--- config.mk ---
export PLATFORM = sky130hd
export DESIGN_NAME = dec_engine_scheduler
export DESIGN_NICKNAME = d
export VERILOG_FILES = /design/src/rtl/dec_engine_scheduler.sv
export SDC_FILE = /design/constraint.sdc
export NUM_CORES = 1
export LEC_CHECK = 0
export ABC_AREA = 1
export BUFFER_PORTS_ARGS = -buffer_cell sky130_fd_sc_hd__buf_4
export CAP_MARGIN = 20
export CORE_MARGIN = 1
export CORE_UTILIZATION = 30
export DETAILED_ROUTE_END_ITERATION = 8
export GPL_TIMING_DRIVEN = 0
export SYNTH_ARGS = -nofsm -noshare
export SYNTH_HDL_FRONTEND = slang
export SYNTH_SLANG_ARGS = --single-unit
--- constraint.sdc ---
create_clock -name clk_312_5 -period 4.31 [get_ports clk_312_5]
set_clock_uncertainty 0.1 [all_clocks]
set_input_delay 0.2155 -clock clk_312_5 [delete_from_list [all_inputs] [get_ports clk_312_5]]
set_output_delay 0.2155 -clock clk_312_5 [all_outputs]
set_load 0.05 [all_outputs]
--- src/rtl/dec_engine_scheduler.sv ---
// Round-robin, credit-bounded scheduler sharing one pipelined decomposition
// engine among NUM_REQ level requesters; a tag FIFO routes in-order results back.
module dec_engine_scheduler #(
  parameter int unsigned NUM_REQ    = 3,
  parameter int unsigned MAX_OUT    = 4,
  parameter int unsigned FIFO_DEPTH = 32
) (
  input  logic               clk_312_5,
  input  logic               rstn,
  input  logic               enable,
  input  logic [NUM_REQ-1:0] req,
  output logic [NUM_REQ-1:0] gnt,
  output logic               eng_issue,
  output logic [1:0]         eng_sel,
  input  logic               eng_done,
  output logic [NUM_REQ-1:0] rsp_valid,
  output logic               busy,
  output logic               err_underflow
);

  localparam int unsigned AW = $clog2(FIFO_DEPTH);
  localparam int unsigned CW = $clog2(MAX_OUT + 1);

  logic [1:0]    ptr;
  logic [CW-1:0] credit [NUM_REQ];
  logic [1:0]    tag_mem [FIFO_DEPTH];
  logic [AW-1:0] wr_ptr;
  logic [AW-1:0] rd_ptr;
  logic [AW:0]   count;
  logic [AW:0]   count_nxt;
  logic [3:0]    elig;
  logic [3:0]    gnt4;
  logic [1:0]    idx;
  logic          found;
  logic          push;
  logic          pop;
  logic [1:0]    pop_tag;

  // FIFO-full test uses the pre-pop count, so a same-cycle done never frees a slot.
  always_comb begin
    elig = '0;
    for (int unsigned i = 0; i < NUM_REQ; i++) begin
      elig[i] = rstn && enable && req[i] &&
                (credit[i] < CW'(MAX_OUT)) &&
                (count < (AW+1)'(FIFO_DEPTH));
    end
  end

  always_comb begin
    gnt4    = '0;
    eng_sel = '0;
    found   = 1'b0;
    idx     = '0;
    for (int unsigned off = 1; off <= NUM_REQ; off++) begin
      idx = 2'((32'(ptr) + off) % NUM_REQ);
      if (!found && elig[idx]) begin
        found     = 1'b1;
        gnt4[idx] = 1'b1;
        eng_sel   = idx;
      end
    end
  end

  assign gnt       = gnt4[NUM_REQ-1:0];
  assign eng_issue = found;
  assign push      = found;
  assign pop       = eng_done && (count != '0);
  assign pop_tag   = tag_mem[rd_ptr];
  assign count_nxt = count + (AW+1)'(push) - (AW+1)'(pop);

  always_ff @(posedge clk_312_5) begin
    if (push) tag_mem[wr_ptr] <= eng_sel;
  end

  always_ff @(posedge clk_312_5 or negedge rstn) begin
    if (!rstn) begin
      ptr           <= 2'(NUM_REQ - 1);
      wr_ptr        <= '0;
      rd_ptr        <= '0;
      count         <= '0;
      rsp_valid     <= '0;
      busy          <= 1'b0;
      err_underflow <= 1'b0;
      for (int unsigned i = 0; i < NUM_REQ; i++) credit[i] <= '0;
    end else begin
      if (push) begin
        ptr    <= eng_sel;
        wr_ptr <= wr_ptr + 1'b1;
      end
      if (pop) rd_ptr <= rd_ptr + 1'b1;
      count     <= count_nxt;
      busy      <= (count_nxt != '0);
      rsp_valid <= pop ? (NUM_REQ'(1) << pop_tag) : '0;
      if (eng_done && (count == '0)) err_underflow <= 1'b1;
      for (int unsigned i = 0; i < NUM_REQ; i++) begin
        credit[i] <= credit[i]
                     + CW'(push && (eng_sel == 2'(i)))
                     - CW'(pop && (pop_tag == 2'(i)));
      end
    end
  end

endmodule

# Word level (Yosys, flattened, before mapping)
# Memory sizes are Yosys's and may differ from the RTL's.
# Cells that the tools add are included.
word_totals:
  register_bits: 32
  ram_bits: 64
  input_bits: 7
  output_inout_bits: 11
  wordCells: 98
  mem_count: 1
mem_list:
  columns: ["name", "words", "width", "rd", "rd_ports_with_merged_regs", "wr", "line", "rtl"]
  rows:
  - ["tag_mem", 32, 2, 1, 0, 1, "26", "logic [1:0] tag_mem [FIFO_DEPTH];"]
classes:
  add_sub_neg: 13
  div: 3
  order_cmp: 10
  eq_ne: 4
  n_shift: 1
  mux: 24
  bitwise_logic: 2
  n_reduce_logical: 30
ops:
  columns: ["cell", "count"]
  rows:
  - ["modulo 32 x 2 -> 32 bit (second input constant)", 3]
  - ["logical AND 1 bit", 23]
  - ["2-to-1 mux 3 bit", 4]
  - ["nonzero test 6 bit", 2]
  - ["2-to-1 mux 1 bit", 11]
  - ["adder 5 x 1 -> 5 bit (second input constant)", 2]
  - ["adder 3 x 1 -> 3 bit", 3]
  - ["less-than comparator 2 x 3 -> 1 bit (second input constant)", 3]
  - ["less-than comparator 3 bit (second input constant)", 3]
  - ["subtractor 3 x 1 -> 3 bit", 3]
  - ["adder 2 x 2 -> 3 bit (second input constant)", 2]
  - ["adder 6 x 1 -> 6 bit", 1]
  - ["binary-select mux 1 bit (select 2 bit)", 3]
  - ["demux 1 bit (select 2 bit)", 3]
  - [">= comparator 2 x 1 -> 1 bit (second input constant)", 3]
  - ["logical NOT 6 bit", 1]
  - ["less-than comparator 6 bit (second input constant)", 1]
  - ["2-to-1 mux 2 bit", 3]
  - ["OR 3 bit", 2]
  - ["subtractor 6 x 1 -> 6 bit", 1]
  - ["equality test 2 x 1 -> 1 bit (second input constant)", 2]
  - ["equality test 2 bit (second input constant)", 2]
  - ["logical NOT 2 bit", 2]
  - ["adder 2 x 1 -> 3 bit (second input constant)", 1]
  - ["other kinds (2)", 3]

# Depth between registers and ports, before layout
# Gate-level depths: netlist of run 1.
depth:
  depth_word: 17
  ltp_mapped: 18

# Worst setup path before layout of run 1
# OpenSTA, ideal clock, no wires.
synth_path:
  path_type: "register to register"
  from: "register ptr[1]"
  to: "register busy"
  setup_ns: 0.131
  arrival_time_ns: 2.605
  t_required_ns: 4.079
  setup_slack_ns: 1.474
  stages_incl_launch_ff: 14
  path_buffers: 1
  period_less_slack_ns: 2.836
  path_cell_list: "dfstp_2 ha_1 inv_2 nand3_2 nand3_2 nand2_4 nand3_4 buf_12 ha_1 inv_1 fa_1 o21ai_0 xor2_1 nand3_1"
synth_between:
  elab_chain_cells: 14
synth_rtl:
  columns: ["item", "line", "rtl"]
  rows:
  - ["from (decl)", "24", "logic [1:0] ptr;"]
  - ["from (signal assigned)", "77", "ptr <= 2'(NUM_REQ - 1);"]
  - ["from (signal assigned)", "87", "ptr <= eng_sel;"]
  - ["adder 2 x 1 -> 3 bit", "55", "idx = 2'((32'(ptr) + off) % NUM_REQ);"]
  - ["modulo 32 x 2 -> 32 bit", "55", null]
  - ["binary-select mux 1 bit (select 2 bit)", "56", "if (!found && elig[idx]) begin"]
  - ["2-to-1 mux 1 bit (implied by the code)", "56", null]
  - ["2-to-1 mux 1 bit", "56", null]
  - ["logical NOT 1 bit", "56", null]
  - ["logical AND 1 bit", "56", null]
  - ["2-to-1 mux 1 bit", "56", null]
  - ["logical NOT 1 bit", "56", null]
  - ["logical AND 1 bit", "56", null]
  - ["2-to-1 mux 1 bit (*)", "56", null]
  - ["net eng_issue", "13", "output logic eng_issue,"]
  - ["adder 6 x 1 -> 6 bit (*)", "69", "assign count_nxt = count + (AW+1)'(push) - (AW+1)'(pop);"]
  - ["subtractor 6 x 1 -> 6 bit (*)", "69", null]
  - ["nonzero test 6 bit (*)", "92", "busy <= (count_nxt != '0);"]
  - ["to (signal assigned)", "92", null]
  - ["to (decl)", "17", "output logic busy,"]
# Mark *: on every way through the listed nets, which the timed path passes. The rest lies on a longest branch. The select of a mux whose other input is x is not followed.
# A chain may end at the register's enable or synchronous reset.

# Final worst setup path of run 1
layout_path:
  from: "input port rstn"
  to: "output port eng_sel[1]"
layout_between:
  elab_chain_cells: 13
layout_rtl:
  columns: ["item", "line", "rtl"]
  rows:
  - ["from (decl)", "9", "input logic rstn,"]
  - ["logical AND 1 bit (*)", "43", "elig[i] = rstn && enable && req[i] &&"]
  - ["logical AND 1 bit (2 in series)", "43", null]
  - ["logical AND 1 bit", "44", "(credit[i] < CW'(MAX_OUT)) &&"]
  - ["binary-select mux 1 bit (select 2 bit)", "56", null]
  - ["2-to-1 mux 1 bit (implied by the code)", "56", null]
  - ["2-to-1 mux 1 bit", "56", null]
  - ["logical NOT 1 bit", "56", null]
  - ["logical AND 1 bit", "56", null]
  - ["2-to-1 mux 1 bit", "56", null]
  - ["logical NOT 1 bit", "56", null]
  - ["logical AND 1 bit", "56", null]
  - ["2-to-1 mux 2 bit (*)", "56", null]
  - ["to (decl)", "14", "output logic [1:0] eng_sel,"]
# Every way passes the cells marked *; elsewhere a longest branch is shown, timed or not. The select of a mux whose other input is x is not followed.

==> results.ini, run 1 <==
[setup_path]
timing.rr.start=ptr[0]
cp-end-kind=output pin
reg2reg_slack_ps=1220
critPathArrivalTime_ps=3280
worstSetupPathType=primary input to output pin
crit_top_cell=nand2_1
crit_path_max_fanout=33
worstReg2RegEnd=credit[2]
crit_path_max_incr_delay_ps=770
crit_chain=dlygate4sd3_1 -> buf_4 -> nand2_2 -> nor2_4 -> nand3_2 -> nand2_2 -> nand2_1 -> nand2_1 -> nand3_1 -> nand2_1 -> nor2_2 -> inv_1 -> buf_4
reg2reg_depth=15
path_buf_inv=4
cp.required_ps=3990
crit_slowest_cell=inv_1
cp_top_family=buffers and inverters
cp-start-kind=primary input

[timing]
min_period_ps=3596
fin_crit_sh_pct=83.44
tightest_slew_ps=1059
tns_ps=0
holdWs_ps=32.39
finalSetupViolations=0
fin_ws_ps=713.8
hold_viol_final=0
max_freq_ghz=0.2781
relSlewSlack_pct=29.34
report.final.slew_viol_count=0
rsz0062_at_grt=false

[routing]
dr.pass1.iters=4
post_drt_wl_per_cell_um=13.36
num_vias=3324
viasPerCell=4.444
dr.first_iter.drc_count=173
ant_nets=0
drt-total-wl_um=9992
drc=0

[placement]
gp_congestion=0.8094
dp_slack_ps=1126
place_hpwl_um=7162
portBuffers=17

[clock_tree]
clock_sinks=96
cts_setup_buffers=0
cts_tree=yes
worstSkewPairLatency_ps=340
clock_path_buffers=2
cts_buffers=9
h-tree-depth=3
clk_pin_slew_ps=60
root_buffer=clkbuf_16

[die]
core_area_um2=15890
rows=46
die_w_um=129.8
die-area_um2=16840
start_util_pct=30.82
io_pins=18
die_y_um=129.8

[yosys]
avgSynthCellArea_um2=9.851
synth_area_um2=4896
ys.flop_type=edfxtp_1
seq_area_frac_synth_pct=55.64
syn_inst=497
async_reset_ff_share_pct=33.33
syn_nets=531
synth_edf_count=64
yosysWarningCount=0
synth-seq-cells=96
synth_cell_types=36

[layout]
fin_util_pct=35.36
layout_common_cells=inv_1, nand2_1, nor2_1
final_common_cell=inv_1
finalNetCount=561
layout-drive-gt1-share_pct=13.53
area.growth.synth_to_final_pct=14.72
antenna_cells=0

[grt]
grt_pass1_vias=3383
grt_first_pass_wirelength_um=16750
antenna_found_initial=0
grt_overflow_total=0
track_usage_pct=13.33
grt_max_degree=34

[status]
status=finished clean

[run]
maxCapViolCount=0

[hold_path]
hp-start=eng_done
hold_path_end=err_underflow
hold_path.class=primary input to register
hold_depth=3

[power]
powerDensity_nw_per_um2=801.7
max-vdd-ir-drop_mv=0.2786
leakagePower_nw=2.585

==> power by group <==
group	internal [mW]	switching, mW
clock	0.427	0.331
combinational	0.792	1.55
sequential	1.29	0.113
==> cell families after synthesis <==
group           synth area share (%)
simple gates                   18.07
buf+inv                        8.382
flops                          55.64
compound gates                 7.207
fa+ha+maj                      7.514
xor+xnor                       3.194
==> registers in the layout (all words and copies together), names as in the netlist <==
name,flops
tag_mem,64
credit,9
count,6
rd_ptr,5
wr_ptr,5
rsp_valid,3
ptr,2
busy,1
err_underflow,1
==> Yosys cell counts (all sizes together), types with 2 or more instances <==
cell type,n,share of area (%)
fa,4,1.6
nand2,80,7.1
o21bai,2,0.31
dfrtp,31,16
ha,23,5.9
o21ai,39,4.2
nand3,25,3.0
nor3,5,0.51
xnor2,6,1.1
clkbuf,3,0.23
or2,4,0.51
xor2,11,2.1
buf,10,1.3
inv,89,6.8
o211ai,9,1.4
nand4,6,0.89
edfxtp,64,39
a21oi,9,1.2
nor2,73,5.8
==> metrics by stage <==
| stage | cell area, um^2 | total power, mW | std cells |
|---|---|---|---|
| floorplan | 4896 | 3.130 | 497 |
| global placement | 5294 | 3.673 | 730 |
| detailed placement | 5294 | 3.740 | 730 |
| CTS | 5589 | 4.519 | 747 |
| global route | 5617 | 4.884 | 748 |
| finish | 5617 | 4.503 | 748 |
==> tightest hold or removal path: stages <==
cell	delay (ps)
buf_4	110
inv_1	40
o21bai_1	60
==> layout make-up <==
type / count / area (um^2)
Clock buffer: 13 / 260.3
Clock inverter: 3 / 25.02
Sequential cell: 96 / 2724
Tap cell: 216 / 270.3
Fill cell: 1622 / 10270
Timing Repair Buffer: 19 / 165.2
Inverter: 89 / 334.1
Multi-Input combinational cell: 299 / 1762
Buffer: 13 / 76.32
==> routing by layer <==
layer	track usage, %	up-vias	routed length (um)
met5	0	-	0
met1	16.07	1608	4464
met3	2.460	10	390
met2	22.71	44	4979
li1	-	1662	-
met4	7.045	0	157
==> worst max-delay path by stage <==
| stage | startpoint | end | slack (ps) | cells after the start |
|---|---|---|---|---|
| 2_1_floorplan | ptr[1] | busy | 1470 | 13 |
| 3_3_place_gp | rstn | busy | 1160 | 14 |
| 3_5_place_dp | ptr[0] | eng_sel[0] | 1130 | 11 |
| 4_1_cts | rstn | eng_sel[0] | 600 | 13 |
| 5_1_grt | rstn | eng_sel[1] | 370 | 13 |
| 6_report | rstn | eng_sel[1] | 710 | 13 |
==> what timing repair did <==
item / in CTS / in global routing
gates resized for setup: 0 / 0
hold buffers: 1 / 0
hold endpoints to repair: 31 / 0
No activity file was read; power rests on OpenSTA's default activity.
==> inputs of run 2 (changes only) <==
--- a/config.mk
+++ b/config.mk
@@ -5,7 +5,7 @@
 export SDC_FILE = /design/constraint.sdc
 export NUM_CORES = 1
 export LEC_CHECK = 0
-export ABC_AREA = 1
+export ABC_AREA = 0
 export BUFFER_PORTS_ARGS = -buffer_cell sky130_fd_sc_hd__buf_4
 export CAP_MARGIN = 20
 export CORE_MARGIN = 1
==> constraint.sdc (replaced) <==
create_clock -name clk_312_5 -period 3.55 [get_ports clk_312_5]
set_clock_uncertainty 0.1 [all_clocks]
set_input_delay 0.1775 -clock clk_312_5 [delete_from_list [all_inputs] [get_ports clk_312_5]]
set_output_delay 0.1775 -clock clk_312_5 [all_outputs]
set_load 0.05 [all_outputs]
==> results.ini, run 2 <==
[die]
io_pins=18
die_w_um=129.1
die_y_um=129.1
rows=46
start_util_pct=30.63
die-area_um2=16670
core_area_um2=15830

[layout]
final_common_cell=edfxtp_1
top_register=tag_mem
stdcell_count=619
final_cell_area_um2=5655
top_regs=tag_mem (64), credit (9), count (6)
largest_reg_flops=64
fin_util_pct=35.73
fillCellCount=1539
layout-drive-gt1-share_pct=19.11
finalNetCount=432
area.growth.synth_to_final_pct=16.65
layout_common_cells=edfxtp_1, dfrtp_1, inv_1
antenna_cells=0

[placement]
gp_congestion=0.8813
dpl_cell_area_um2=5264
dp.cells=600
portBuffers=17
dp_slack_ps=-21.94
place_hpwl_um=6787

[timing]
tightest_slew_ps=958.9
report.final.slew_viol_count=0
hold_viol_final=0
relSlewSlack_pct=36.01
min_period_ps=3339
holdWs_ps=255.8
fin_ws_ps=211.1
max_freq_ghz=0.2995
fin_crit_sh_pct=94.05
finalSetupViolations=0

[grt]
track_usage_pct=12.43
grt_max_degree=34
grt_pass1_vias=3016
antenna_found_initial=0
grt_overflow_total=0
grt_first_pass_wirelength_um=15590

[power]
leakagePower_nw=2.263
combinationalPowerShare_pct=45.1
power.switching_mw=1.784
powerDensity_nw_per_um2=830.7
swShare_pct=37.97
clockPowerShare_pct=21.8
power.internal_mw=2.914
seqPwrFrac_pct=33.1
max-vdd-ir-drop_mv=0.3138

[clock_tree]
clock_path_buffers=2
h-tree-depth=3
clk_pin_slew_ps=60
cts_tree=yes
worstSkewPairLatency_ps=330
cts_buffers=9
clock_sinks=96
root_buffer=clkbuf_16

[status]
status=finished clean

[routing]
wl_met2_um=4812
post_drt_wl_per_cell_um=15.69
viasPerCell=4.777
num_vias=2957
wl_met1_um=4400
dr.first_iter.drc_count=172
dr.pass1.iters=4
drc=0
ant_nets=0
top_layer=met4
wl_met3_um=296
drt-total-wl_um=9713

[yosys]
ys.flop_type=edfxtp_1
yosys.area.top_type_share_pct=39.64
syn_nets=400
avgSynthCellArea_um2=13.25
async_reset_ff_share_pct=33.33
yosysTopAreaCell=edfxtp_1
synth_area_um2=4848
yosysWarningCount=0
synth_edf_count=64
synth_cell_types=64
synth_area_leaders=edfxtp_1, dfrtp_1, ha_1
synth.most_common_cell=edfxtp_1
syn_inst=366
seq_area_frac_synth_pct=56.18
synthTopCellsByCount=edfxtp_1, dfrtp_1, inv_1
synth-seq-cells=96

[setup_path]
path_buf_inv=3
cp-start-kind=register
cp.required_ps=3710
critPathArrivalTime_ps=3500
crit_path_max_fanout=10
worstSetupPathType=register to register
crit_chain=buf_6 -> mux4_2 -> o22ai_1 -> nor2_1 -> o41ai_2 -> and3_1 -> ha_1 -> inv_1 -> ha_1 -> inv_1 -> fa_1 -> xnor2_1 -> xnor2_1
crit_slowest_cell=mux4_2
cp_top_family=adder cells
crit_path_max_incr_delay_ps=530
cp-end-kind=register

[run]
maxCapViolCount=0

[hold_path]
hold_path.class=primary input to register

-- run 2: timing repair --
| item | CTS | global route |
|---|---|---|
| hold endpoints to repair | 32 | 0 |
| setup buffers | 0 | 1 |
| hold buffers | 3 | 0 |
| endpoints found under the setup margin | 2 | 6 |
| gates resized for setup | 1 | 10 |
| pin swaps | 0 | 1 |
-- run 2: stage by stage --
stage / total power, mW / TNS, ps
after floorplan: 3.128 / 0
after detailed placement: 3.658 / -21.94
after CTS: 4.699 / 0
after global routing: 4.999 / -1.012
final: 4.698 / 0
after global placement: 3.582 / -98.43
-- run 2: cell families after synthesis --
logic type                 after synthesis  synth area share [%]
muxes                                   23                 7.355
and+or+nand+nor                        104                 12.98
xor gates and xnor gates                17                 3.071
AOI/OAI and AO/OA                       49                 8.155
buffers and inverters                   48                 4.232
adders and majority gates               29                 8.026
DFF                                     96                 56.18
-- run 2: metal layers --
metal | vias to the layer above | global-route usage, %
met4 | 0 | 5.536
met3 | 18 | 2.271
met5 | - | 0
li1 | 1410 | -
met2 | 56 | 20.56
met1 | 1473 | 15.88
-- run 2: path summary, 6_finish.rpt --
check | start | end | slack (ps) | cells past startpoint
setup / recovery | rd_ptr[1] | credit[5] | 210 | 13
max in group asynchronous | rstn | wr_ptr[2] | 2850 | 3
hold reg to reg | err_underflow | err_underflow | 380 | 1
setup reg to reg | rd_ptr[1] | credit[5] | 210 | 13
hold / removal | req[2] | ptr[1] | 260 | 4
min in group asynchronous | rstn | rd_ptr[4] | 300 | 3
-- run 2: worst reg2reg max path: stages (launching register included) --
cell and delay (ps):
dfrtp_1 410, buf_6 200, mux4_2 540, o22ai_1 180, nor2_1 80, o41ai_2 350, and3_1 260, ha_1 230
inv_1 50, ha_1 140, inv_1 50, fa_1 370, xnor2_1 180, xnor2_1 130
-- run 2: final cells by class --
cell class,count,area [um^2],area share [%]
sequential,96,2724,48.16
multi-input combinational,222,1933,34.18
clock buffer,14,286.5,5.066
tap,216,270.3,4.779
timing repair buffer,22,190.2,3.363
inverter,29,108.9,1.925
buffer,18,107.6,1.903
clock inverter,2,35.03,0.6195
-- run 2: power groups by stage --
stage	sequential (mW)	clock, mW	combinational, mW
2_1_floorplan	1.59	0	1.54
3_3_place_gp	1.56	0	2.02
3_5_place_dp	1.56	0	2.10
4_1_cts	1.54	1.04	2.11
5_1_grt	1.58	1.08	2.34
6_report	1.55	1.03	2.12
==> inputs of run 3 (changes only) <==
--- a/config.mk
+++ b/config.mk
@@ -10,8 +10,10 @@
 export CAP_MARGIN = 20
 export CORE_MARGIN = 1
 export CORE_UTILIZATION = 30
+export CTS_BUF_LIST = sky130_fd_sc_hd__clkbuf_16
 export DETAILED_ROUTE_END_ITERATION = 8
 export GPL_TIMING_DRIVEN = 0
+export RECOVER_POWER = 50
 export SYNTH_ARGS = -nofsm -noshare
 export SYNTH_HDL_FRONTEND = slang
 export SYNTH_SLANG_ARGS = --single-unit
==> constraint.sdc (replaced) <==
create_clock -name clk_312_5 -period 3.55 [get_ports clk_312_5]
set_clock_uncertainty 0.1 [all_clocks]
set_input_delay 0.5325 -clock clk_312_5 [delete_from_list [all_inputs] [get_ports clk_312_5]]
set_output_delay 0.5325 -clock clk_312_5 [all_outputs]
set_load 0.05 [all_outputs]
==> results.ini, run 3 (synthesized netlist as in run 2, its figures left out) <==
[clock_tree]
cts_tree=yes
h-tree-depth=3
root_buffer=clkbuf_16
cts_buffers=9
clk_pin_slew_ps=70
clock_path_buffers=2
worstSkewPairLatency_ps=330
clock_sinks=96

[layout]
layout-drive-gt1-share_pct=17.78
layout_common_cells=edfxtp_1, inv_1, dfrtp_1
final_common_cell=edfxtp_1
top_register=tag_mem
antenna_cells=0
area.growth.synth_to_final_pct=16.03
fillCellCount=1545
top_regs=tag_mem (64), credit (9), count (6)
largest_reg_flops=64
finalNetCount=434

[grt]
grt_first_pass_wirelength_um=15640
grt_overflow_total=0
track_usage_pct=12.46
antenna_found_initial=0
grt_max_degree=35
grt_pass1_vias=3018

[routing]
top_layer=met4
dr.pass1.iters=4
wl_met3_um=313
wl_met1_um=4502
viasPerCell=4.787
drc=0
ant_nets=0
wl_met2_um=4949
num_vias=2973
post_drt_wl_per_cell_um=16.00
drt-total-wl_um=9939
dr.first_iter.drc_count=169

[run]
maxCapViolCount=0

[die]
core_area_um2=15830
die_y_um=129.1
rows=46
start_util_pct=30.63
die-area_um2=16670
io_pins=18
die_w_um=129.1

[setup_path]
cp-end-kind=register
crit_path_max_incr_delay_ps=530
cp.required_ps=3710
path_buf_inv=3
crit_slowest_cell=mux4_2
worstSetupPathType=register to register
cp-start-kind=register
crit_chain=buf_6 -> mux4_2 -> o22ai_1 -> nor2_1 -> o41ai_2 -> and3_1 -> ha_1 -> inv_1 -> ha_1 -> inv_1 -> fa_1 -> xnor2_1 -> xnor2_1
cp_top_family=adder cells
critPathArrivalTime_ps=3510
crit_path_max_fanout=10

[power]
power_mw=4.667
seqPwrFrac_pct=33.3
swShare_pct=38.13
combinationalPowerShare_pct=44.9
leakagePower_nw=2.239
power.internal_mw=2.888
power.switching_mw=1.779
max-vdd-ir-drop_mv=0.3126
clockPowerShare_pct=21.8
powerDensity_nw_per_um2=829.7

[timing]
holdWs_ps=232.4
tns_ps=0
tightest_slew_ps=1123
finalSetupViolations=0
report.final.slew_viol_count=0
fin_ws_ps=201.4
max_freq_ghz=0.2986
hold_viol_final=0
fin_crit_sh_pct=94.33
relSlewSlack_pct=24.66
rsz0062_at_grt=false
min_period_ps=3349

[hold_path]
hold_path.class=primary input to async pin

[placement]
gp_congestion=0.8813
place_hpwl_um=6787
portBuffers=17
dp_slack_ps=-318.0

[status]
status=finished clean

==> run 3: cell types whose count changed in the layout (fill, tap and decap cells not counted), sizes merged <==
cell	before	now
clkbuf	20	25
buf	32	25
clkinvlp	0	2
inv	29	31
==> run 3: cell type report <==
cell class,count,area [um^2],area share [%]
sequential,96,2724,48.42
multi-input combinational,222,1928,34.27
clock buffer,11,275.3,4.893
tap,216,270.3,4.804
timing repair buffer,23,158.9,2.825
inverter,29,112.6,2.002
buffer,18,105.1,1.868
clock inverter,5,46.29,0.8230
timing repair inverter,1,5.005,0.08897
==> run 3: repair_timing <==
item,in CTS,in global routing
endpoints found under the setup margin,3,7
hold buffers,0,2
gates cloned,1,0
pin swaps,0,1
buffers inserted,2,1
hold endpoints to repair,0,17
resized for setup,3,13
==> run 3: path summary, 6_finish.rpt <==
| kind | from | to | slack (ps) | cells after the start |
|---|---|---|---|---|
| max | rd_ptr[1] | credit[5] | 200 | 13 |
| min reg2reg | err_underflow | err_underflow | 370 | 1 |
| min | rstn | ptr[1] | 230 | 1 |
| min in group clk_312_5 | eng_done | err_underflow | 310 | 2 |
| max reg2reg | rd_ptr[1] | credit[5] | 200 | 13 |
| max in group asynchronous | rstn | credit[6] | 1870 | 2 |
==> run 3: through the flow <==
step | cell area, um^2 | utilization [%] | cells
floorplan | 4848 | - | 366
global placement | 5246 | 33.15 | 599
detailed placement | 5264 | 33.26 | 600
CTS | 5615 | 35.48 | 619
global route | 5625 | 35.54 | 621
finish | 5625 | 35.54 | 621
==> run 3: layer usage <==
layer	global-route usage, %	up-vias
met4	5.536	0
met1	15.88	1487
met3	2.271	16
met5	0	-
met2	20.68	57
li1	-	1413
==> run 3: power by group through the flow <==
stage | clock (mW) | sequential [mW] | combinational (mW)
floorplan | 0 | 1.59 | 1.54
CTS | 1.04 | 1.54 | 2.12
detailed placement | 0 | 1.56 | 2.10
global placement | 0 | 1.56 | 2.02
global route | 1.07 | 1.58 | 2.32
finish | 1.02 | 1.55 | 2.10
